### src/rtl/bus_read_master_pkg.sv
// Shared types and widths for the split-transaction read master.
package bus_read_master_pkg;

    localparam int ADDR_WIDTH = 32;
    localparam int DATA_WIDTH = 128;
    localparam int TAG_WIDTH  = 4;
    localparam int CMD_WIDTH  = 3;

    // Request-bus command encoding; bus_idle must stay 0 so an undriven bus reads as idle.
    typedef enum logic [CMD_WIDTH-1:0] {
        bus_idle  = 3'd0,
        bus_read  = 3'd1,
        bus_write = 3'd2
    } bus_command_t;

    // Master FSM; IDLE is 0 so the reset state shows as all-zero on the debug port.
    typedef enum logic [1:0] {
        IDLE    = 2'd0,
        ARB     = 2'd1,
        ISSUE   = 2'd2,
        BACKOFF = 2'd3
    } master_state_t;

    // Reads are 128-bit word aligned: the low nibble never reaches the bus.
    function automatic logic [ADDR_WIDTH-1:0] align_addr(input logic [ADDR_WIDTH-1:0] a);
        return {a[ADDR_WIDTH-1:4], 4'b0000};
    endfunction

endpackage

### src/rtl/bus_read_master_if.sv
// Request/response bus seen by one initiator.
//
// Handshake rules: the master raises request_breq and holds it until request_bgnt is seen;
// the cycle after the grant is the single issue cycle, in which request_oe/request_bhold are
// high and address/command/tag are valid. nack is only meaningful in that issue cycle. A
// response is a one-cycle event: response_oe high means response_tag/response_data are valid
// that cycle; there is no backpressure on the response bus.
interface bus_read_master_if;
    import bus_read_master_pkg::*;

    logic                  request_breq;
    logic                  request_bhold;
    logic                  request_bgnt;
    logic [ADDR_WIDTH-1:0] request_address;
    bus_command_t          request_command;
    logic [TAG_WIDTH-1:0]  request_tag;
    logic                  request_oe;
    logic                  nack;
    logic                  response_oe;
    logic [TAG_WIDTH-1:0]  response_tag;
    logic [DATA_WIDTH-1:0] response_data;

    modport master (
        output request_breq, request_bhold, request_address, request_command,
               request_tag, request_oe,
        input  request_bgnt, nack, response_oe, response_tag, response_data
    );

    modport slave (
        input  request_breq, request_bhold, request_address, request_command,
               request_tag, request_oe,
        output request_bgnt, nack, response_oe, response_tag, response_data
    );

endinterface

### src/rtl/bus_read_master_slot_buffer.sv
// Read slot buffer: per-slot data, allocated/filled flags and in-order head/tail pointers.
// Slots are allocated at the tail on issue and released at the head on client pop, so
// responses may fill slots in any order while data leaves in issue order.
module bus_read_master_slot_buffer
    import bus_read_master_pkg::*;
#(
    parameter int SLOT_BITS = 2
)(
    input  logic                  clock,
    input  logic                  reset,
    input  logic                  commit_i,
    input  logic                  cap_valid_i,
    input  logic [SLOT_BITS-1:0]  cap_slot_i,
    input  logic [DATA_WIDTH-1:0] cap_data_i,
    input  logic                  rsp_ready_i,
    output logic                  rsp_valid_o,
    output logic [DATA_WIDTH-1:0] rsp_data_o,
    output logic                  full_o,
    output logic [SLOT_BITS-1:0]  tail_o,
    output logic                  error_o
);
    localparam int NSLOT = 1 << SLOT_BITS;

    logic [NSLOT-1:0]      alloc_q, alloc_d;
    logic [NSLOT-1:0]      filled_q, filled_d;
    logic [SLOT_BITS-1:0]  head_q, head_d;
    logic [SLOT_BITS-1:0]  tail_q, tail_d;
    logic                  error_q, error_d;
    logic [DATA_WIDTH-1:0] data_q [NSLOT];
    logic                  cap_ok;
    logic                  pop;

    // A response is only legal for a slot that was issued and has not yet been answered.
    assign cap_ok      = cap_valid_i && alloc_q[cap_slot_i] && !filled_q[cap_slot_i];
    assign rsp_valid_o = filled_q[head_q];
    assign rsp_data_o  = data_q[head_q];
    assign pop         = rsp_valid_o && rsp_ready_i;
    // Allocation and release are both in order, so the tail slot is busy only when all are.
    assign full_o      = alloc_q[tail_q];
    assign tail_o      = tail_q;
    assign error_o     = error_q;

    // Next flags and pointers: pop, commit and capture can all land in the same cycle.
    always_comb begin
        alloc_d  = alloc_q;
        filled_d = filled_q;
        head_d   = head_q;
        tail_d   = tail_q;
        error_d  = error_q | (cap_valid_i && !cap_ok);
        if (pop) begin
            alloc_d[head_q]  = 1'b0;
            filled_d[head_q] = 1'b0;
            head_d           = head_q + 1'b1;
        end
        if (commit_i) begin
            alloc_d[tail_q] = 1'b1;
            tail_d          = tail_q + 1'b1;
        end
        if (cap_ok) begin
            filled_d[cap_slot_i] = 1'b1;
        end
    end

    // Register flags, pointers, sticky error and slot data.
    always_ff @(posedge clock) begin
        if (reset) begin
            alloc_q  <= '0;
            filled_q <= '0;
            head_q   <= '0;
            tail_q   <= '0;
            error_q  <= 1'b0;
            for (int i = 0; i < NSLOT; i++) begin
                data_q[i] <= '0;
            end
        end else begin
            alloc_q  <= alloc_d;
            filled_q <= filled_d;
            head_q   <= head_d;
            tail_q   <= tail_d;
            error_q  <= error_d;
            if (cap_ok) begin
                data_q[cap_slot_i] <= cap_data_i;
            end
        end
    end

endmodule

### src/rtl/bus_read_master.sv
// Split-transaction read initiator: arbitrates for the request bus, issues tagged reads with
// nack retry/backoff, and hands tagged (possibly out-of-order) responses back in issue order.
module bus_read_master
    import bus_read_master_pkg::*;
#(
    parameter int MASTER_ID     = 0,
    parameter int SLOT_BITS     = 2,
    parameter int RETRY_BACKOFF = 4
)(
    input  logic                  clock,
    input  logic                  reset,
    input  logic                  req_valid,
    output logic                  req_ready,
    input  logic [ADDR_WIDTH-1:0] req_address,
    output logic                  rsp_valid,
    input  logic                  rsp_ready,
    output logic [DATA_WIDTH-1:0] rsp_data,
    bus_read_master_if.master     bus,
    output logic                  protocol_error,
    output master_state_t         dbg_state
);
    localparam int ID_BITS  = TAG_WIDTH - SLOT_BITS;
    localparam int CNT_BITS = $clog2(RETRY_BACKOFF + 1);
    localparam logic [ID_BITS-1:0]  MY_ID        = ID_BITS'(MASTER_ID);
    localparam logic [CNT_BITS-1:0] BACKOFF_LOAD = CNT_BITS'(RETRY_BACKOFF);

    if (SLOT_BITS >= TAG_WIDTH) begin : g_bad_slot_bits
        $error("SLOT_BITS must be smaller than TAG_WIDTH");
    end
    if (RETRY_BACKOFF < 1) begin : g_bad_backoff
        $error("RETRY_BACKOFF must be at least 1");
    end

    master_state_t          state_q, state_d;
    logic [ADDR_WIDTH-1:0]  addr_q, addr_d;
    logic [SLOT_BITS-1:0]   slot_q, slot_d;
    logic [CNT_BITS-1:0]    cnt_q, cnt_d;

    logic                   full;
    logic [SLOT_BITS-1:0]   tail;
    logic                   accept;
    logic                   commit;
    logic                   cap_valid;
    logic [SLOT_BITS-1:0]   cap_slot;

    assign accept    = req_valid && (state_q == IDLE) && !full;
    assign commit    = (state_q == ISSUE) && !bus.nack;
    // Responses for other masters share the bus and are silently ignored.
    assign cap_valid = bus.response_oe && (bus.response_tag[TAG_WIDTH-1:SLOT_BITS] == MY_ID);
    assign cap_slot  = bus.response_tag[SLOT_BITS-1:0];
    assign dbg_state = state_q;

    // State and request datapath registers.
    always_ff @(posedge clock) begin
        if (reset) begin
            state_q <= IDLE;
            addr_q  <= '0;
            slot_q  <= '0;
            cnt_q   <= '0;
        end else begin
            state_q <= state_d;
            addr_q  <= addr_d;
            slot_q  <= slot_d;
            cnt_q   <= cnt_d;
        end
    end

    // Next state: one read in flight on the request bus at a time; nack retries forever.
    always_comb begin
        state_d = state_q;
        case (state_q)
            IDLE:    if (accept) state_d = ARB;
            ARB:     if (bus.request_bgnt) state_d = ISSUE;
            ISSUE:   state_d = bus.nack ? BACKOFF : IDLE;
            BACKOFF: if (cnt_q == CNT_BITS'(1)) state_d = ARB;
            default: state_d = IDLE;
        endcase
    end

    // Request datapath: address and slot are held across retries, counter times the backoff.
    always_comb begin
        addr_d = addr_q;
        slot_d = slot_q;
        cnt_d  = cnt_q;
        if (accept) begin
            addr_d = req_address;
            slot_d = tail;
        end
        if ((state_q == ISSUE) && bus.nack) begin
            cnt_d = BACKOFF_LOAD;
        end else if (state_q == BACKOFF) begin
            cnt_d = cnt_q - 1'b1;
        end
    end

    // Outputs: bus fields are driven only in the issue cycle and are zero otherwise.
    always_comb begin
        req_ready           = 1'b0;
        bus.request_breq    = 1'b0;
        bus.request_bhold   = 1'b0;
        bus.request_oe      = 1'b0;
        bus.request_address = '0;
        bus.request_command = bus_idle;
        bus.request_tag     = '0;
        case (state_q)
            IDLE: req_ready = !full;
            ARB:  bus.request_breq = 1'b1;
            ISSUE: begin
                bus.request_oe      = 1'b1;
                bus.request_bhold   = 1'b1;
                bus.request_address = align_addr(addr_q);
                bus.request_command = bus_read;
                bus.request_tag     = {MY_ID, slot_q};
            end
            default: ;
        endcase
    end

    bus_read_master_slot_buffer #(
        .SLOT_BITS (SLOT_BITS)
    ) u_slots (
        .clock       (clock),
        .reset       (reset),
        .commit_i    (commit),
        .cap_valid_i (cap_valid),
        .cap_slot_i  (cap_slot),
        .cap_data_i  (bus.response_data),
        .rsp_ready_i (rsp_ready),
        .rsp_valid_o (rsp_valid),
        .rsp_data_o  (rsp_data),
        .full_o      (full),
        .tail_o      (tail),
        .error_o     (protocol_error)
    );

endmodule

### src/flat_wrapper.sv
// flat-port wrapper written by rule: the top's interface ports become plain ports
module bus_read_master_flat import bus_read_master_pkg::*;
#(
    parameter int MASTER_ID     = 0,
    parameter int SLOT_BITS     = 2,
    parameter int RETRY_BACKOFF = 4
)
  (clock, reset, req_valid, req_ready, req_address, rsp_valid, rsp_ready, rsp_data, protocol_error, dbg_state, bus_request_breq, bus_request_bhold, bus_request_address, bus_request_command, bus_request_tag, bus_request_oe, bus_request_bgnt, bus_nack, bus_response_oe, bus_response_tag, bus_response_data);
  bus_read_master_if bus_i ();
  input  logic clock;
  input  logic reset;
  input  logic req_valid;
  output logic req_ready;
  input  logic [ADDR_WIDTH-1:0] req_address;
  output logic rsp_valid;
  input  logic rsp_ready;
  output logic [DATA_WIDTH-1:0] rsp_data;
  output logic protocol_error;
  output master_state_t dbg_state;
  output wire logic [$bits(bus_i.request_breq)-1:0] bus_request_breq;
  output wire logic [$bits(bus_i.request_bhold)-1:0] bus_request_bhold;
  output wire logic [$bits(bus_i.request_address)-1:0] bus_request_address;
  output wire logic [$bits(bus_i.request_command)-1:0] bus_request_command;
  output wire logic [$bits(bus_i.request_tag)-1:0] bus_request_tag;
  output wire logic [$bits(bus_i.request_oe)-1:0] bus_request_oe;
  input wire logic [$bits(bus_i.request_bgnt)-1:0] bus_request_bgnt;
  input wire logic [$bits(bus_i.nack)-1:0] bus_nack;
  input wire logic [$bits(bus_i.response_oe)-1:0] bus_response_oe;
  input wire logic [$bits(bus_i.response_tag)-1:0] bus_response_tag;
  input wire logic [$bits(bus_i.response_data)-1:0] bus_response_data;
  assign bus_request_breq = bus_i.request_breq;
  assign bus_request_bhold = bus_i.request_bhold;
  assign bus_request_address = bus_i.request_address;
  assign bus_request_command = bus_i.request_command;
  assign bus_request_tag = bus_i.request_tag;
  assign bus_request_oe = bus_i.request_oe;
  assign bus_i.request_bgnt = bus_request_bgnt;
  assign bus_i.nack = bus_nack;
  assign bus_i.response_oe = bus_response_oe;
  assign bus_i.response_tag = bus_response_tag;
  assign bus_i.response_data = bus_response_data;
  bus_read_master #(.MASTER_ID(MASTER_ID), .SLOT_BITS(SLOT_BITS), .RETRY_BACKOFF(RETRY_BACKOFF)) u_core (.clock(clock), .reset(reset), .req_valid(req_valid), .req_ready(req_ready), .req_address(req_address), .rsp_valid(rsp_valid), .rsp_ready(rsp_ready), .rsp_data(rsp_data), .bus(bus_i), .protocol_error(protocol_error), .dbg_state(dbg_state));
endmodule
### config.mk
export PLATFORM = sky130hd
export DESIGN_NAME = bus_read_master_flat
export DESIGN_NICKNAME = d
export VERILOG_FILES = /design/src/rtl/bus_read_master_pkg.sv /design/src/rtl/bus_read_master_if.sv /design/src/rtl/bus_read_master_slot_buffer.sv /design/src/rtl/bus_read_master.sv /design/src/flat_wrapper.sv
export SDC_FILE = /design/constraint.sdc
export NUM_CORES = 1
export LEC_CHECK = 0
export BUFFER_PORTS_ARGS = -buffer_cell sky130_fd_sc_hd__buf_2
export CAP_MARGIN = 20
export CORE_MARGIN = 2
export CORE_UTILIZATION = 40
export DETAILED_ROUTE_END_ITERATION = 7
export GPL_ROUTABILITY_DRIVEN = 0
export PLACE_DENSITY = 0.7
export SLEW_MARGIN = 20
export SYNTH_ARGS = -nofsm -noshare
export SYNTH_HDL_FRONTEND = slang
export SYNTH_HIERARCHICAL = 1
export SYNTH_SLANG_ARGS = --single-unit
### constraint.sdc
create_clock -name clock -period 21.9 [get_ports clock]
set_input_delay 1.095 -clock clock [delete_from_list [all_inputs] [get_ports clock]]
set_output_delay 1.095 -clock clock [all_outputs]
set_load 0.01 [all_outputs]
==> flow_summary_export.csv, run 1 <==
group,metric,value,unit
worst_setup_path,worstPathMaxFanout,31,
synthesis,netlist_instances,1745,
worst_setup_path,slowest_stage,"dfxtp_4",
sta,finalSetupViolCount,0,
placed_design,placedInstanceArea,27500,um2
sta,fin_tns_setup,0,ps
routing,wire_per_inst,22.9,um
power,seq_power_share,0.509,
clock_tree,htree_levels,2,
worst_hold_path,hp-class,"flip-flop to flip-flop",
final_layout,stdcell_count,2891,
routing,firstDrtPassIters,5,
floorplanning,initial_core_util,0.403,
worst_setup_path,cp-start-kind,"flip-flop",
routing,viasPerCell,5.72,
sta,period_minus_slack,4600,ps
synthesis,synth_seq_area_share,0.648,
clock_tree,cts_resized,0,
floorplanning,pin_count,346,
grt,grt_pass1_wl,101,mm
final_layout,multi_input_area,7580,um2
grt,grt_start_max_net_pins,131,
final_layout,final_nets,2176,
grt,first_global_vias,17600,
grt,grt_usage,0.200,
sta,finalHoldViolCount,0,
final_layout,area_growth,16.5,%
sta,max-slew-margin-rel,0.233,
worst_setup_path,crit_chain,"buf_4 > buf_4 > mux4_2 > buf_2",
routing,dr.max_layer_used,"met5",
status,status,"completed",
clock_tree,clk_latency,620,ps
final_layout,regArea,16400,um2
worst_setup_path,critPathCaptureType,"output pin",
synthesis,yosys_warnings,6,
synthesis,synthesis.area,25300,um2
worst_setup_path,critPathArrivalTime,3510,ps
power,clkPwrFrac,0.423,
synthesis,synth_cell_types,48,
floorplanning,core-area,62700,um2
synthesis,synth_seq_cells,562,
power,switching_share,0.226,
sta,slew_viol_final,0,
sta,max_freq,0.217,GHz
synthesis,synth-edff-count,512,
power,peakVddDrop,0.0614,mV
power,total_power,2400,uW
clock_tree,hold_buffers,0,
clock_tree,clock-root-buffer,"clkbuf_16",
routing,drt_iter0_markers,1479,
grt,grt.overflow.total,0,
routing,wl_met1,25.6,mm
clock_tree,clock-sinks,562,
placed_design,io_buffers,333,
clock_tree,cts_buffers,59,
floorplanning,die_w,255,um
final_layout,design_area,29400,um2
sta,rsz0062_at_grt,"false",
floorplanning,row_count,92,
placed_design,hpwl,34.3,mm
grt,antenna_found_initial,7,
run,cap_violations,0,
worst_setup_path,critPathMaxStageDelay,790,ps
final_layout,drive_gt1_frac,0.345,
power,power_frac_comb,0.067,
routing,vias,16500,
worst_setup_path,worstSetupPathType,"flip-flop to output pin",
synthesis,synthFlopType,"edfxtp_1",
clock_tree,clock_path_buffers,3,
power,p_per_area,81.5,nW/um2
clock_tree,post-cts-setup-buffer-count,0,
synthesis,async_reset_ff_frac,0,
placed_design,place_inst,2776,
worst_setup_path,cp_common_cell,"buf_4",
routing,drc_errors,0,
routing,routed_wirelength,66.3,mm
sta,finalHoldWorstSlack,452,ps
power,intPower,1860,uW
clock_tree,clk_pin_slew,60,ps
floorplanning,die_height,255,um
routing,met3WireLength,5.65,mm
clock_tree,cts_tree,"built",
routing,wl_met2,33.4,mm
floorplanning,die_area,65200,um2
sta,finalCritPeriodShare,0.210,
power,power.switching,543,uW
final_layout,fillers,5495,
synthesis,synth_area_per_cell,14.5,um2
sta,tightest_slew,1150,ps
sta,final.setup_skew,21.3,ps
power,power.leakage,0.0105,uW
routing,drtAntennaViolNets,0,
worst_setup_path,cp.required,20810,ps
==> kinds of logic after synthesis <==
logic type      synth area share
simple gates               0.155
flops                      0.648
buf+inv                   0.0555
mux                        0.119
compound gates            0.0143
fa+ha+maj                0.00693
xor+xnor                0.000693
other cells             0.000148
==> stage by stage <==
stage	setup WS (ps)	utilization
after floorplan	10050	-
after global placement	16990	0.438
after detailed placement	16920	0.438
after CTS	17130	0.469
after global routing	16980	0.469
final	17300	0.469
==> Yosys cell counts, drive strengths merged (2+ instances only) <==
| master | count | area, um2 |
|---|---|---|
| o21ai | 2 | 10.0 |
| clkinv | 2 | 7.51 |
| nor4 | 256 | 1600 |
| nor2 | 136 | 510 |
| edfxtp | 512 | 15400 |
| nand3b | 2 | 15.0 |
| mux2i | 5 | 50.1 |
| a211oi | 2 | 15.0 |
| nand2 | 73 | 274 |
| a311oi | 5 | 43.8 |
| inv | 137 | 514 |
| mux4 | 130 | 2930 |
| clkbuf | 99 | 372 |
| ha | 14 | 175 |
| xnor2 | 2 | 17.5 |
| dfxtp | 50 | 1000 |
| buf | 84 | 508 |
| nor3 | 129 | 1200 |
| nor2b | 6 | 37.5 |
| a21oi | 37 | 185 |
| nand2b | 8 | 50.1 |
| mux2 | 3 | 33.8 |
| and2 | 31 | 194 |
==> layer usage <==
layer / up-vias / global-route usage
li1: 7177 / -
met1: 8376 / 0.257
met2: 848 / 0.338
met3: 123 / 0.0438
met4: 6 / 0.0598
met5: - / 0
==> worst paths after layout <==
check	from	end	slack, ps	depth (start not counted)
worst min-delay path	u_core/slot_q[0]	u_core/slot_q[0]	450	2
worst min register to register	u_core/slot_q[0]	u_core/slot_q[0]	450	2
worst max register to register	u_core/u_slots/filled_q[1]	u_core/u_slots/data_q[1][117]	19150	4
worst max-delay path	flip-flop	rsp_data[37]	17300	4
==> placed cells by master, fill, tap and decap left out, drive strengths merged, types with 2 or more instances in the layout <==
master | synthesis | layout
edfxtp | 512 | 512
buf | 84 | 361
nor4 | 256 | 256
inv | 137 | 140
nor2 | 136 | 136
mux4 | 130 | 130
nor3 | 129 | 129
clkbuf | 99 | 79
nand2 | 73 | 73
dfxtp | 50 | 50
a21oi | 37 | 37
and2 | 31 | 31
clkinv | 2 | 20
ha | 14 | 14
bufinv | 0 | 8
nand2b | 8 | 8
conb | 1 | 8
nor2b | 6 | 6
mux2i | 5 | 5
a311oi | 5 | 5
diode | 0 | 4
clkinvlp | 0 | 3
mux2 | 3 | 3
xnor2 | 2 | 2
nand3b | 2 | 2
a211oi | 2 | 2
o21ai | 2 | 2
==> sequential cells by signal, indices dropped and copies added, names as in the netlist, named ones only <==
signal                   flops
u_core/addr_q               28
u_core/cnt_q                 3
u_core/dbg_state             2
u_core/slot_q                2
u_core/u_slots/alloc_q       4
u_core/u_slots/data_q      512
u_core/u_slots/error_o       1
u_core/u_slots/filled_q      4
u_core/u_slots/head_q        2
u_core/u_slots/tail_o        2
==> final cells by class <==
cell class / instances / area share
Timing Repair Buffer: 361 / 0.0651
Sequential cell: 562 / 0.556
Inverter: 139 / 0.0177
Clock buffer: 79 / 0.0534
Tap cell: 846 / 0.0360
Antenna cell: 4 / 0.000340
Clock inverter: 32 / 0.0135
Multi-Input combinational cell: 868 / 0.258
==> critical path: cells and delay by family, from the launching register on <==
family                 cells  cell delay [ps]
buffers and inverters      3             1410
DFF                        1              790
muxes                      1              620
==> power by group through the flow <==
stage	Combinational [uW]	Sequential [uW]	Clock (uW)
after floorplan	98.3	1250	0
after global placement	158	1240	0
after detailed placement	161	1240	0
after CTS	162	1220	1040
after global routing	176	1230	1080
final	162	1220	1020
(Power assumes the default switching activity.)
==> run 2: changes to the inputs <==
==> constraint.sdc (replaced) <==
create_clock -name clock -period 4.6 [get_ports clock]
set_input_delay 0.23 -clock clock [delete_from_list [all_inputs] [get_ports clock]]
set_output_delay 0.23 -clock clock [all_outputs]
set_load 0.01 [all_outputs]
==> flow_summary_export.csv, run 2 (synthesized netlist as in run 1, its figures left out) <==
group,metric,value,unit
final_layout,fillers,5266,
routing,drt_iter0_markers,1530,
clock_tree,hold_buffers,151,
final_layout,drive_gt1_frac,0.326,
sta,finalCritPeriodShare,0.661,
power,switching_share,0.229,
routing,drc_errors,0,
clock_tree,post-cts-setup-buffer-count,0,
sta,max_freq,0.329,GHz
clock_tree,htree_levels,2,
run,cap_violations,0,
final_layout,largest_reg_flops,512,
grt,grt_pass1_wl,106,mm
sta,finalHoldViolCount,0,
routing,drtAntennaViolNets,0,
routing,viasPerCell,5.68,
power,seq_power_share,0.499,
placed_design,io_buffers,333,
clock_tree,cts_tree,"built",
final_layout,reg_top3,"u_core/u_slots/data_q (512), u_core/addr_q (28)",
worst_setup_path,cp_top_family,"flip-flops",
sta,tightest_slew,1030,ps
worst_hold_path,hp-class,"input port to flip-flop",
clock_tree,cts_buffers,59,
sta,final.setup_skew,13.7,ps
clock_tree,clk_latency,610,ps
final_layout,top_register,"u_core/u_slots/data_q",
worst_setup_path,cp-start-kind,"flip-flop",
final_layout,area_growth,23.9,%
power,clkPwrFrac,0.424,
grt,grt_usage,0.210,
clock_tree,clock-sinks,562,
worst_setup_path,worstSetupPathType,"flip-flop to output pin",
power,power.switching,2670,uW
worst_setup_path,critPathArrivalTime,2810,ps
clock_tree,clock_path_buffers,3,
clock_tree,clock-root-buffer,"clkbuf_16",
grt,first_global_vias,18700,
floorplanning,initial_core_util,0.403,
placed_design,hpwl,36.2,mm
sta,setup_slack,1560,ps
final_layout,design_area,31300,um2
placed_design,dp_slack,1090,ps
floorplanning,die_area,65200,um2
sta,max-slew-margin-rel,0.315,
sta,period_minus_slack,3040,ps
clock_tree,clk_pin_slew,60,ps
placed_design,placedInstanceArea,27800,um2
sta,rsz0062_at_grt,"false",
worst_setup_path,critPathCaptureType,"output pin",
grt,antenna_found_initial,3,
worst_setup_path,worstPathMaxFanout,41,
sta,slew_viol_final,0,
worst_setup_path,crit_chain,"buf_12 > mux4_2 > buf_2",
final_layout,final_nets,2343,
floorplanning,core-area,62700,um2
routing,firstDrtPassIters,5,
power,p_per_area,372,nW/um2
routing,wire_per_inst,22.7,um
worst_setup_path,slowest_stage,"dfxtp_4",
power,power_frac_comb,0.077,
sta,finalHoldWorstSlack,38.9,ps
final_layout,layout_commonest_cell,"edfxtp_1",
routing,vias,17400,
routing,routed_wirelength,69.5,mm
power,power.leakage,0.0113,uW
power,peakVddDrop,0.328,mV
worst_setup_path,critPathMaxStageDelay,930,ps
worst_setup_path,cp.required,4370,ps
status,status,"completed",
floorplanning,die_w,255,um
grt,grt_start_max_net_pins,130,
final_layout,final_cell_mix,"512 x edfxtp_1, 330 x buf_2, 256 x nor4_1, 151 x dlygate4sd3_1",
floorplanning,die_height,255,um
clock_tree,cts_resized,0,
power,intPower,9000,uW
sta,finalSetupViolCount,0,
worst_setup_path,crit_buf_inv,2,
floorplanning,pin_count,346,
floorplanning,row_count,92,
grt,grt.overflow.total,0,
## run 2: area by class of cell
type / count / area [um2] / area share
inverters: 139 / 522 / 0.0167
well taps: 846 / 1060 / 0.0338
clock inverters: 46 / 507 / 0.0162
flip-flops and latches: 562 / 16400 / 0.523
diodes: 2 / 5.00 / 0.000160
multi-input cells: 868 / 7590 / 0.242
clock buffers: 65 / 1500 / 0.0479
repair buffers: 528 / 3740 / 0.120
## run 2: worst paths after layout
check	from	endpoint	slack, ps	cells past startpoint
worst max register to register	u_core/dbg_state[0]	u_core/u_slots/alloc_q[3]	2120	5
worst max-delay path	flip-flop	rsp_data[24]	1560	3
worst min register to register	u_core/addr_q[7]	u_core/addr_q[7]	450	2
worst min-delay path	bus_response_data[69]	u_core/u_slots/data_q[0][69]	40	3
## run 2: metrics by stage
stage / utilization / power [uW] / cells / setup TNS, ps
detailed placement: 0.443 / 6710 / 2792 / 0
global route: 0.499 / 12000 / 3056 / 0
finish: 0.499 / 11700 / 3056 / 0
floorplan: - / 6390 / 1752 / -7630
global placement: 0.443 / 6690 / 2792 / 0
CTS: 0.499 / 11700 / 3054 / 0
## run 2: power by group through the flow
stage          sequential, uW  combinational, uW  clock (uW)
2_1_floorplan            5920                469           0
3_3_place_gp             5910                780           0
3_5_place_dp             5920                791           0
4_1_cts                  5820                896        5030
5_1_grt                  5830                969        5220
6_report                 5820                898        4950
## run 2: worst reg2reg max path: cells and delay by family (launching register included)
family,cells,cell delay (ps)
flops,1,350
compound gates,2,440
fa+ha+maj,1,820
simple gates,1,680
buf+inv,1,90
## run 2: layer usage
metal	global-route usage	share of wire	vias up
met5	0	0.00019	-
met4	0.0776	0.031	2
met3	0.0404	0.079	146
met2	0.355	0.50	840
met1	0.268	0.39	8854
li1	-	-	7510
